### src/rtl/program_loader_if.sv
// program_loader_if: byte stream in, instruction memory write port and core control out
interface program_loader_if #(
  parameter int ADDR_W = 8,
  parameter int DATA_W = 8
);
  logic              in_valid;
  logic [DATA_W-1:0] in_data;
  logic              in_ready;
  logic              reload;
  logic              mem_we;
  logic [ADDR_W-1:0] mem_addr;
  logic [DATA_W-1:0] mem_wdata;
  logic              core_rst;
  logic              done;
  logic              err;
  modport master (
    output in_valid, in_data, reload,
    input  in_ready, mem_we, mem_addr, mem_wdata, core_rst, done, err
  );
  modport slave (
    input  in_valid, in_data, reload,
    output in_ready, mem_we, mem_addr, mem_wdata, core_rst, done, err
  );
endinterface

### src/rtl/program_loader.sv
// program_loader: loads a length/payload/checksum framed image into instruction memory, holding the core in reset until verified
module program_loader #(
  parameter int ADDR_W = 8,
  parameter int DATA_W = 8
) (
  input logic              clk,
  input logic              rst,
  program_loader_if.slave  bus
);
  localparam int CNT_W = ADDR_W + 1;
  localparam logic [CNT_W-1:0] FULL = CNT_W'(1) << ADDR_W;
  typedef enum logic [2:0] {LEN, DATA, CSUM, DONE, ERR} state_t;
  state_t             state;
  logic [CNT_W-1:0]   len;
  logic [CNT_W-1:0]   count;
  logic [DATA_W-1:0]  sum;
  logic               acc;
  assign bus.in_ready = (state == LEN) || (state == DATA) || (state == CSUM);
  assign acc = bus.in_valid && bus.in_ready;
  always_ff @(posedge clk) begin
    if (!rst) begin
      state         <= LEN;
      len           <= '0;
      count         <= '0;
      sum           <= '0;
      bus.mem_we    <= 1'b0;
      bus.mem_addr  <= '0;
      bus.mem_wdata <= '0;
      bus.core_rst  <= 1'b1;
      bus.done      <= 1'b0;
      bus.err       <= 1'b0;
    end else begin
      bus.mem_we <= 1'b0;
      case (state)
        LEN: if (acc) begin
          len   <= (bus.in_data == '0) ? FULL : CNT_W'(bus.in_data);
          count <= '0;
          sum   <= '0;
          state <= DATA;
        end
        DATA: if (acc) begin
          bus.mem_we    <= 1'b1;
          bus.mem_addr  <= count[ADDR_W-1:0];
          bus.mem_wdata <= bus.in_data;
          sum           <= sum + bus.in_data;
          count         <= count + 1'b1;
          state         <= (count == len - 1'b1) ? CSUM : DATA;
        end
        CSUM: if (acc) begin
          state        <= (bus.in_data == sum) ? DONE : ERR;
          bus.done     <= (bus.in_data == sum);
          bus.err      <= (bus.in_data != sum);
          bus.core_rst <= (bus.in_data != sum);
        end
        DONE, ERR: if (bus.reload) begin
          state        <= LEN;
          count        <= '0;
          sum          <= '0;
          bus.core_rst <= 1'b1;
          bus.done     <= 1'b0;
          bus.err      <= 1'b0;
        end
        default: state <= LEN;
      endcase
    end
  end
endmodule
### src/flat_wrapper.sv
// flat-port wrapper written by rule: the top's interface ports become plain ports
module program_loader_flat 
#(
  parameter int ADDR_W = 8,
  parameter int DATA_W = 8
)
  (clk, rst, bus_in_valid, bus_in_data, bus_reload, bus_in_ready, bus_mem_we, bus_mem_addr, bus_mem_wdata, bus_core_rst, bus_done, bus_err);
  program_loader_if #(.ADDR_W(ADDR_W), .DATA_W(DATA_W)) bus_i ();
  input logic clk;
  input logic rst;
  input wire logic [$bits(bus_i.in_valid)-1:0] bus_in_valid;
  input wire logic [$bits(bus_i.in_data)-1:0] bus_in_data;
  input wire logic [$bits(bus_i.reload)-1:0] bus_reload;
  output wire logic [$bits(bus_i.in_ready)-1:0] bus_in_ready;
  output wire logic [$bits(bus_i.mem_we)-1:0] bus_mem_we;
  output wire logic [$bits(bus_i.mem_addr)-1:0] bus_mem_addr;
  output wire logic [$bits(bus_i.mem_wdata)-1:0] bus_mem_wdata;
  output wire logic [$bits(bus_i.core_rst)-1:0] bus_core_rst;
  output wire logic [$bits(bus_i.done)-1:0] bus_done;
  output wire logic [$bits(bus_i.err)-1:0] bus_err;
  assign bus_i.in_valid = bus_in_valid;
  assign bus_i.in_data = bus_in_data;
  assign bus_i.reload = bus_reload;
  assign bus_in_ready = bus_i.in_ready;
  assign bus_mem_we = bus_i.mem_we;
  assign bus_mem_addr = bus_i.mem_addr;
  assign bus_mem_wdata = bus_i.mem_wdata;
  assign bus_core_rst = bus_i.core_rst;
  assign bus_done = bus_i.done;
  assign bus_err = bus_i.err;
  program_loader #(.ADDR_W(ADDR_W), .DATA_W(DATA_W)) u_core (.clk(clk), .rst(rst), .bus(bus_i));
endmodule
### config.mk
export PLATFORM = sky130hd
export DESIGN_NAME = program_loader_flat
export DESIGN_NICKNAME = d
export VERILOG_FILES = /design/src/rtl/program_loader_if.sv /design/src/rtl/program_loader.sv /design/src/flat_wrapper.sv
export SDC_FILE = /design/constraint.sdc
export NUM_CORES = 1
export LEC_CHECK = 0
export ABC_AREA = 1
export CAP_MARGIN = 20
export CORE_UTILIZATION = 50
export CTS_BUF_LIST = sky130_fd_sc_hd__clkbuf_4 sky130_fd_sc_hd__clkbuf_8 sky130_fd_sc_hd__clkbuf_16
export CTS_CLUSTER_DIAMETER = 50
export DETAILED_ROUTE_END_ITERATION = 8
export DONT_BUFFER_PORTS = 1
export PLACE_DENSITY = 0.72
export SLEW_MARGIN = 20
export SYNTH_ARGS = -nofsm -noshare
export SYNTH_HDL_FRONTEND = slang
export SYNTH_SLANG_ARGS = --single-unit
### constraint.sdc
create_clock -name clk -period 2.1 [get_ports clk]
set_input_delay 0.525 -clock clk [delete_from_list [all_inputs] [get_ports clk]]
set_output_delay 0.525 -clock clk [all_outputs]
set_load 0.1 [all_outputs]
==> flow_summary.toml <==
[pwr]
p_total_mw = 2.15
p_leak_nw = 1.31
ir_drop_v = 0.000352
power_density_nw_per_um2 = 738

[floorplanning]
io_pins = 33
design.core.area_um2 = 4850
die_h_um = 73.7
die_area_um2 = 5440
start_util = 0.531
die_w_um = 73.7
rows = 25

[synth]
synth.most_common_cell = "nand2_1"
avgSynthCellArea_um2 = 6.92
synth_edf_count = 0
syn-num-nets = 394
syn_area_um2 = 2570
synth_top_cell_by_area = "dfxtp_1"
seq_area_frac_synth = 0.381
synthArstFlopShare = 0
yosys_warnings = 0
synth_top_area_frac = 0.381
ys_ff_latch = 49
ys.flop_type = "dfxtp_1"
netlist_instances = 372
synth_cell_type_count = 33
synth_area_leaders = "dfxtp_1 (38%), nand2_1 (12%), nor2_1 (8.0%)"
synthTopCellsByCount = "nand2_1 (82), nor2_1 (55), dfxtp_1 (49)"

[global_routing]
overflow = 0
grt_pass1_wl_mm = 9.79
antenna_found_initial = 0
grt_pass1_vias = 2178
grtUsageTotal = 0.238
grt_start_max_net_pins = 28

[finish]
instances_no_fill = 461
nets = 415
drive_above_1_share = 0.132
utilization = 0.602
area_delta_synth_final_pct = 13.4
insertedDiodeCount = 0
final_cell_area_um2 = 2920

[timing]
timing.final.crit_share = 0.898
holdWs_ns = 0.303
tns_ns = 0
finalSetupViolCount = 0
max_freq_mhz = 530
finalWorstSetupSlack_ns = 0.213
slew_viol_final = 0
hold_viol_final = 0
fin_skew_ns = 0.00410
rsz0062_at_grt = "no"
fin_crit_ns = 1.89
tightest_slew_ns = 0.639
slew_headroom = 0.573

[place]
dpl.cell_count = 453
hpwl_mm = 4.33
post-place-ws_ns = 0.0639
io_buffers = 0
place.gp.congestion = 0.929
place_area_um2 = 2800

[setup_path]
slowest_stage = "dfxtp_1"
rrSetupSlack_ns = 0.21
critPathLaunch = "u_core.len[0]$_SDFFE_PN0P_"
path_cells = "inv_2 > ha_1 > xor2_1 > nand2_1 > nor2_1 > nand3_1 > nor2_1 > nand3_1 > nand2_1 > nand2_1 > nand2_1 > a21oi_1"
path_common_cell = "nand2_1"
crit_path_end_kind = "register"
reg2reg_to = "u_core.state[0]$_SDFFE_PN0P_"
critical_path_class = "register to register"
slowest_delay_ns = 0.41
cp_max_fo = 4
critical_path_buf_inv_count = 1
crit_arrival_ns = 2.05
startpoint_type = "register"
critical_path_required_ns = 2.27
critPathTopFamily = "simple AND/OR/NAND/NOR gates"
timing.rr.start = "u_core.len[0]$_SDFFE_PN0P_"
r2r_cells = 12

[clock_network]
h-tree-depth = 2
cts_resized = 0
postCtsSetupBuffers = 0
cts_sinks = 49
cts_tree = "done"
clock_path_buffers = 2
cts_hold_buf = 0
cts.clk_slew.worst_paths_ns = 0.09
clk_latency_ns = 0.31
root_buffer = "clkbuf_8"
numCtsBuffers = 5

[detailed_routing]
ant_nets = 0
dr.pass1.iters = 4
vias = 2381
drtIter0Drc = 117
drt_wl_total_mm = 5.90
drc = 0
wl_per_cell_um = 12.8
via_per_inst = 5.16

[flow_run]
max_cap_viol_count = 0

[worst_hold_path]
hp-class = "primary input to register"
holdPathEnd = "u_core.bus.core_rst$_SDFFE_PN1P_"
hold_path_startpoint = "rst"
hold_depth = 1

[run_status]
status = "finished, final reports clean"
==> cells by family (layout without fill, tap and decap cells) <==
logic type,Yosys count,in the layout,synth area share
simple gates,177,177,0.296
compound gates,76,76,0.157
buf+inv,50,72,0.0744
flops,49,49,0.381
fa+ha+maj,10,10,0.0516
xor+xnor,10,10,0.0394
==> routing by layer <==
layer | GRT usage | routed length (µm)
met5 | 0 | 0
met4 | 0.0769 | 75
met3 | 0.0508 | 256
met2 | 0.409 | 2860
met1 | 0.295 | 2710
==> worst max path at each step <==
stage	end	cells past startpoint
after floorplan	u_core.sum[6]$_SDFFE_PN0P_	11
after global placement	u_core.sum[6]$_SDFFE_PN0P_	11
after detailed placement	u_core.sum[6]$_SDFFE_PN0P_	11
after CTS	u_core.state[0]$_SDFFE_PN0P_	12
after global routing	u_core.sum[6]$_SDFFE_PN0P_	11
final	u_core.state[0]$_SDFFE_PN0P_	12
==> flip-flops by register name (all words and copies together), names as in the netlist <==
name / count
u_core.state: 3
u_core.count: 9
u_core.bus.err: 1
u_core.sum: 8
u_core.bus.mem_we: 1
u_core.len: 9
u_core.bus.mem_addr: 8
u_core.bus.done: 1
u_core.bus.core_rst: 1
u_core.bus.mem_wdata: 8
==> cells in the final DEF (no fill, tap or decap), drive strengths merged, types with 3 or more instances in the layout <==
cell type,synthesis,layout
nand2,83,83
inv,40,40
nor4,4,4
ha,9,9
nand4,3,3
o21ai,32,32
nand3,17,17
clkbuf,8,7
dfxtp,49,49
nor2,57,57
a21oi,39,39
buf,2,24
nor3,8,8
xor2,8,8
==> final cells by class <==
| type | instances | area [µm²] |
|---|---|---|
| clock buffers | 7 | 90.1 |
| inverters | 40 | 150 |
| flip-flops and latches | 49 | 981 |
| fillers | 471 | 1930 |
| multi-input cells | 273 | 1400 |
| well taps | 67 | 83.8 |
| clock inverters | 1 | 30.0 |
| repair buffers | 24 | 180 |
==> power by group <==
part | total, mW | internal (mW) | leakage [nW] | switching (mW)
clock | 0.722 | 0.402 | 0.0619 | 0.321
combinational | 0.435 | 0.118 | 0.845 | 0.316
sequential | 0.996 | 0.969 | 0.400 | 0.0279
Power figures use the tool's default switching activity.
==> RTL edit, RTL diff (same flow settings) <==
`DATA_W` is set to 8 in 3 places; all go to 6.
--- a/src/rtl/program_loader_if.sv
+++ b/src/rtl/program_loader_if.sv
@@ -1,7 +1,7 @@
 // program_loader_if: byte stream in, instruction memory write port and core control out
 interface program_loader_if #(
   parameter int ADDR_W = 8,
-  parameter int DATA_W = 8
+  parameter int DATA_W = 6
 );
   logic              in_valid;
   logic [DATA_W-1:0] in_data;
--- a/src/rtl/program_loader.sv
+++ b/src/rtl/program_loader.sv
@@ -1,7 +1,7 @@
 // program_loader: loads a length/payload/checksum framed image into instruction memory, holding the core in reset until verified
 module program_loader #(
   parameter int ADDR_W = 8,
-  parameter int DATA_W = 8
+  parameter int DATA_W = 6
 ) (
   input logic              clk,
   input logic              rst,
--- a/src/flat_wrapper.sv
+++ b/src/flat_wrapper.sv
@@ -2,7 +2,7 @@
 module program_loader_flat 
 #(
   parameter int ADDR_W = 8,
-  parameter int DATA_W = 8
+  parameter int DATA_W = 6
 )
   (clk, rst, bus_in_valid, bus_in_data, bus_reload, bus_in_ready, bus_mem_we, bus_mem_addr, bus_mem_wdata, bus_core_rst, bus_done, bus_err);
   program_loader_if #(.ADDR_W(ADDR_W), .DATA_W(DATA_W)) bus_i ();
Ports: changed (resized bus_in_data and bus_mem_wdata); port bits go from 33 to 29. No check against the original RTL was run, so the function may have changed too.
==> RTL edit against the original RTL <==
Sequential cell count is 6 lower; wire length shrank 18%; final area shrank 12%; setup slack improved by 0.14 ns; sequential share of layout area about the same; non-clock buffer count down 3; total power fell by 13%; area after synthesis fell by 12%; via count shrank 13%; critical endpoint unchanged.
==> RTL edit: results (changes against the original RTL) <==
=================================================================================================
Avg WL per Cell ....................................................................      12.3 um   was 12.8 um
Largest net degree at the start of global routing ..................................           27   was 28
Global-route wire length before repair .............................................      8.57 mm   was 9.79 mm
Input/output buffers ...............................................................            0   unchanged
Maximum fanout encountered on the critical timing path .............................            5   was 4
Maximum count of clock buffers along a single path .................................            2   unchanged
LEAKAGE ............................................................................      1.13 nW   was 1.31 nW
Post-detail-place hpwl .............................................................      3.52 mm   was 4.33 mm
DRT iter0 DRCs .....................................................................          160   was 117
Via count of the first global-routing pass .........................................        1,957   was 2,178
Max Clock Skew .....................................................................   0.00254 ns   was 0.00410 ns
Number of setup buffers added after CTS ............................................            0   unchanged
GRT Resource Usage Total ...........................................................        0.219   was 0.238
Cell chosen for the clock root .....................................................     clkbuf_8   unchanged
Primary flip-flop cell chosen by synthesis mapping .................................      dfxtp_1   unchanged
Number of levels the H-tree was split into .........................................            2   unchanged
Routability Congestion .............................................................        0.891   was 0.929
Resize count post-CTS ..............................................................            0   unchanged
Number of filler cells placed in the layout ........................................          390   was 471
CP arrival .........................................................................      1.98 ns   was 2.05 ns
Later-pin clock latency in the skew report .........................................      0.30 ns
FFs w/ async S/R, synth ............................................................            0   unchanged
Proportion of layout cells with a drive suffix above 1 .............................        0.157   was 0.132
Placed Instance Area ...............................................................     2440 um2   was 2800 um2
Number of nets at the end of the flow ..............................................          360   was 415
Top area cells in the synthesized netlist .......................................... dfxtp_1 (38%), nand2_1 (14%), a21oi_1 (9.1%), inv_1 (5.0%), nor2_1 (4.0%)   was dfxtp_1 (38%), nand2_1 (12%), nor2_1 (8.0%), a21oi_1 (7.4%), o21ai_0 (5.1%)
Largest vdd supply drop ............................................................   0.000415 V   was 0.000352 V
Outcome ............................................................................ finished, final reports clean   unchanged
Count of TritonRoute iterations in the first routing pass ..........................            4   unchanged
Via count ..........................................................................        2,063   was 2,381
Sequential element share of the synthesized area ...................................        0.382   was 0.381
Antenna violations before repair ...................................................            0   unchanged
Number of distinct library cell variants in the gate-level netlist after synthesis .           35   was 33
Path type of the worst min-delay path .............................................. primary input to flop   unchanged
Mapped Nets ........................................................................          340   was 394
Synth top cells by count ........................................................... nand2_1 (87), dfxtp_1 (43), a21oi_1 (41)   was nand2_1 (82), nor2_1 (55), dfxtp_1 (49)
Number of antenna diodes ...........................................................            0   unchanged
CTS buffer count ...................................................................            5   unchanged
Yosys warnings .....................................................................            0   unchanged
Clock slew seen by the registers of the worst setup and hold paths .................      0.08 ns
Largest registers in the final layout .............................................. u_core.count x9, u_core.bus.mem_addr x8, u_core.len x7   was u_core.count x9, u_core.len x9
Relative max-transition margin .....................................................        0.726   was 0.573
=================================================================================================
==> RTL edit: changes by cell type after synthesis, moves of 5 or more <==
| cell | before | now |
|---|---|---|
| dfxtp_1 | 49 | 43 |
| clkbuf_1 | 8 | 2 |
| nand2_1 | 82 | 87 |
| nor2_1 | 55 | 24 |
| o21ai_0 | 26 | 15 |
==> RTL edit: area by class of cell <==
type                       instances  area share
multi-input combinational        233       0.475
sequential                        43       0.336
timing repair buffer              21      0.0616
inverter                          38      0.0557
clock buffer                       6      0.0323
tap                               52      0.0254
clock inverter                     2      0.0137
==> RTL edit: metrics by stage <==
step	util	hold WS (ns)	worst slack [ns]	instances
after CTS	0.588	0.292	0.353	395
after detailed placement	0.561	0.463	0.157	387
after global placement	0.561	0.462	0.191	387
final	0.588	0.296	0.356	395
after global routing	0.588	0.297	0.144	395
after floorplan	-	0.443	0.254	322
==> RTL edit: kinds of logic after synthesis <==
family / Yosys count / synth area share
flip-flops: 43 / 0.382
buffers and inverters: 46 / 0.0826
XOR/XNOR: 6 / 0.0233
AO/OA/AOI/OAI: 69 / 0.165
adder cells (fa/ha/maj): 8 / 0.0477
AND/OR/NAND/NOR: 150 / 0.300
==> RTL edit: critical path, cell delays in order (launching register included) <==
cell     delay, ns
dfxtp_1       0.32
ha_1          0.33
nor3_1        0.19
nand2_1       0.07
nor3_1        0.33
nand2_1       0.13
nand2_1       0.08
inv_1         0.04
nand2_1       0.05
nand2_1       0.05
a21oi_2       0.10
==> RTL edit: metal layers <==
metal | vias to the layer above | global-route usage | share of wire
met4 | 0 | 0.0862 | 0.016
li1 | 1076 | - | -
met1 | 939 | 0.278 | 0.47
met3 | 8 | 0.0451 | 0.045
met2 | 40 | 0.365 | 0.46
met5 | - | 0 | 0
==> RTL edit: final timing paths <==
check,startpoint,slack [ns],end,cells after the start
worst min register to register,u_core.sum[2]$_SDFFE_PN0P_,0.47,u_core.sum[2]$_SDFFE_PN0P_,2
worst min-delay path,rst,0.30,u_core.bus.core_rst$_SDFFE_PN1P_,1
worst max-delay path,u_core.sum[2]$_SDFFE_PN0P_,0.36,u_core.state[0]$_SDFFE_PN0P_,10
worst max register to register,u_core.sum[2]$_SDFFE_PN0P_,0.36,u_core.state[0]$_SDFFE_PN0P_,10
==> RTL edit: report_power, final <==
| part | leakage [nW] | switching, W | internal [W] |
|---|---|---|---|
| Clock | 0.0612 | 0.000296 | 0.000385 |
| Sequential | 0.350 | 0.0000198 | 0.000844 |
| Combinational | 0.721 | 0.000238 | 0.0000899 |
| Total | 1.13 | 0.000553 | 0.00132 |
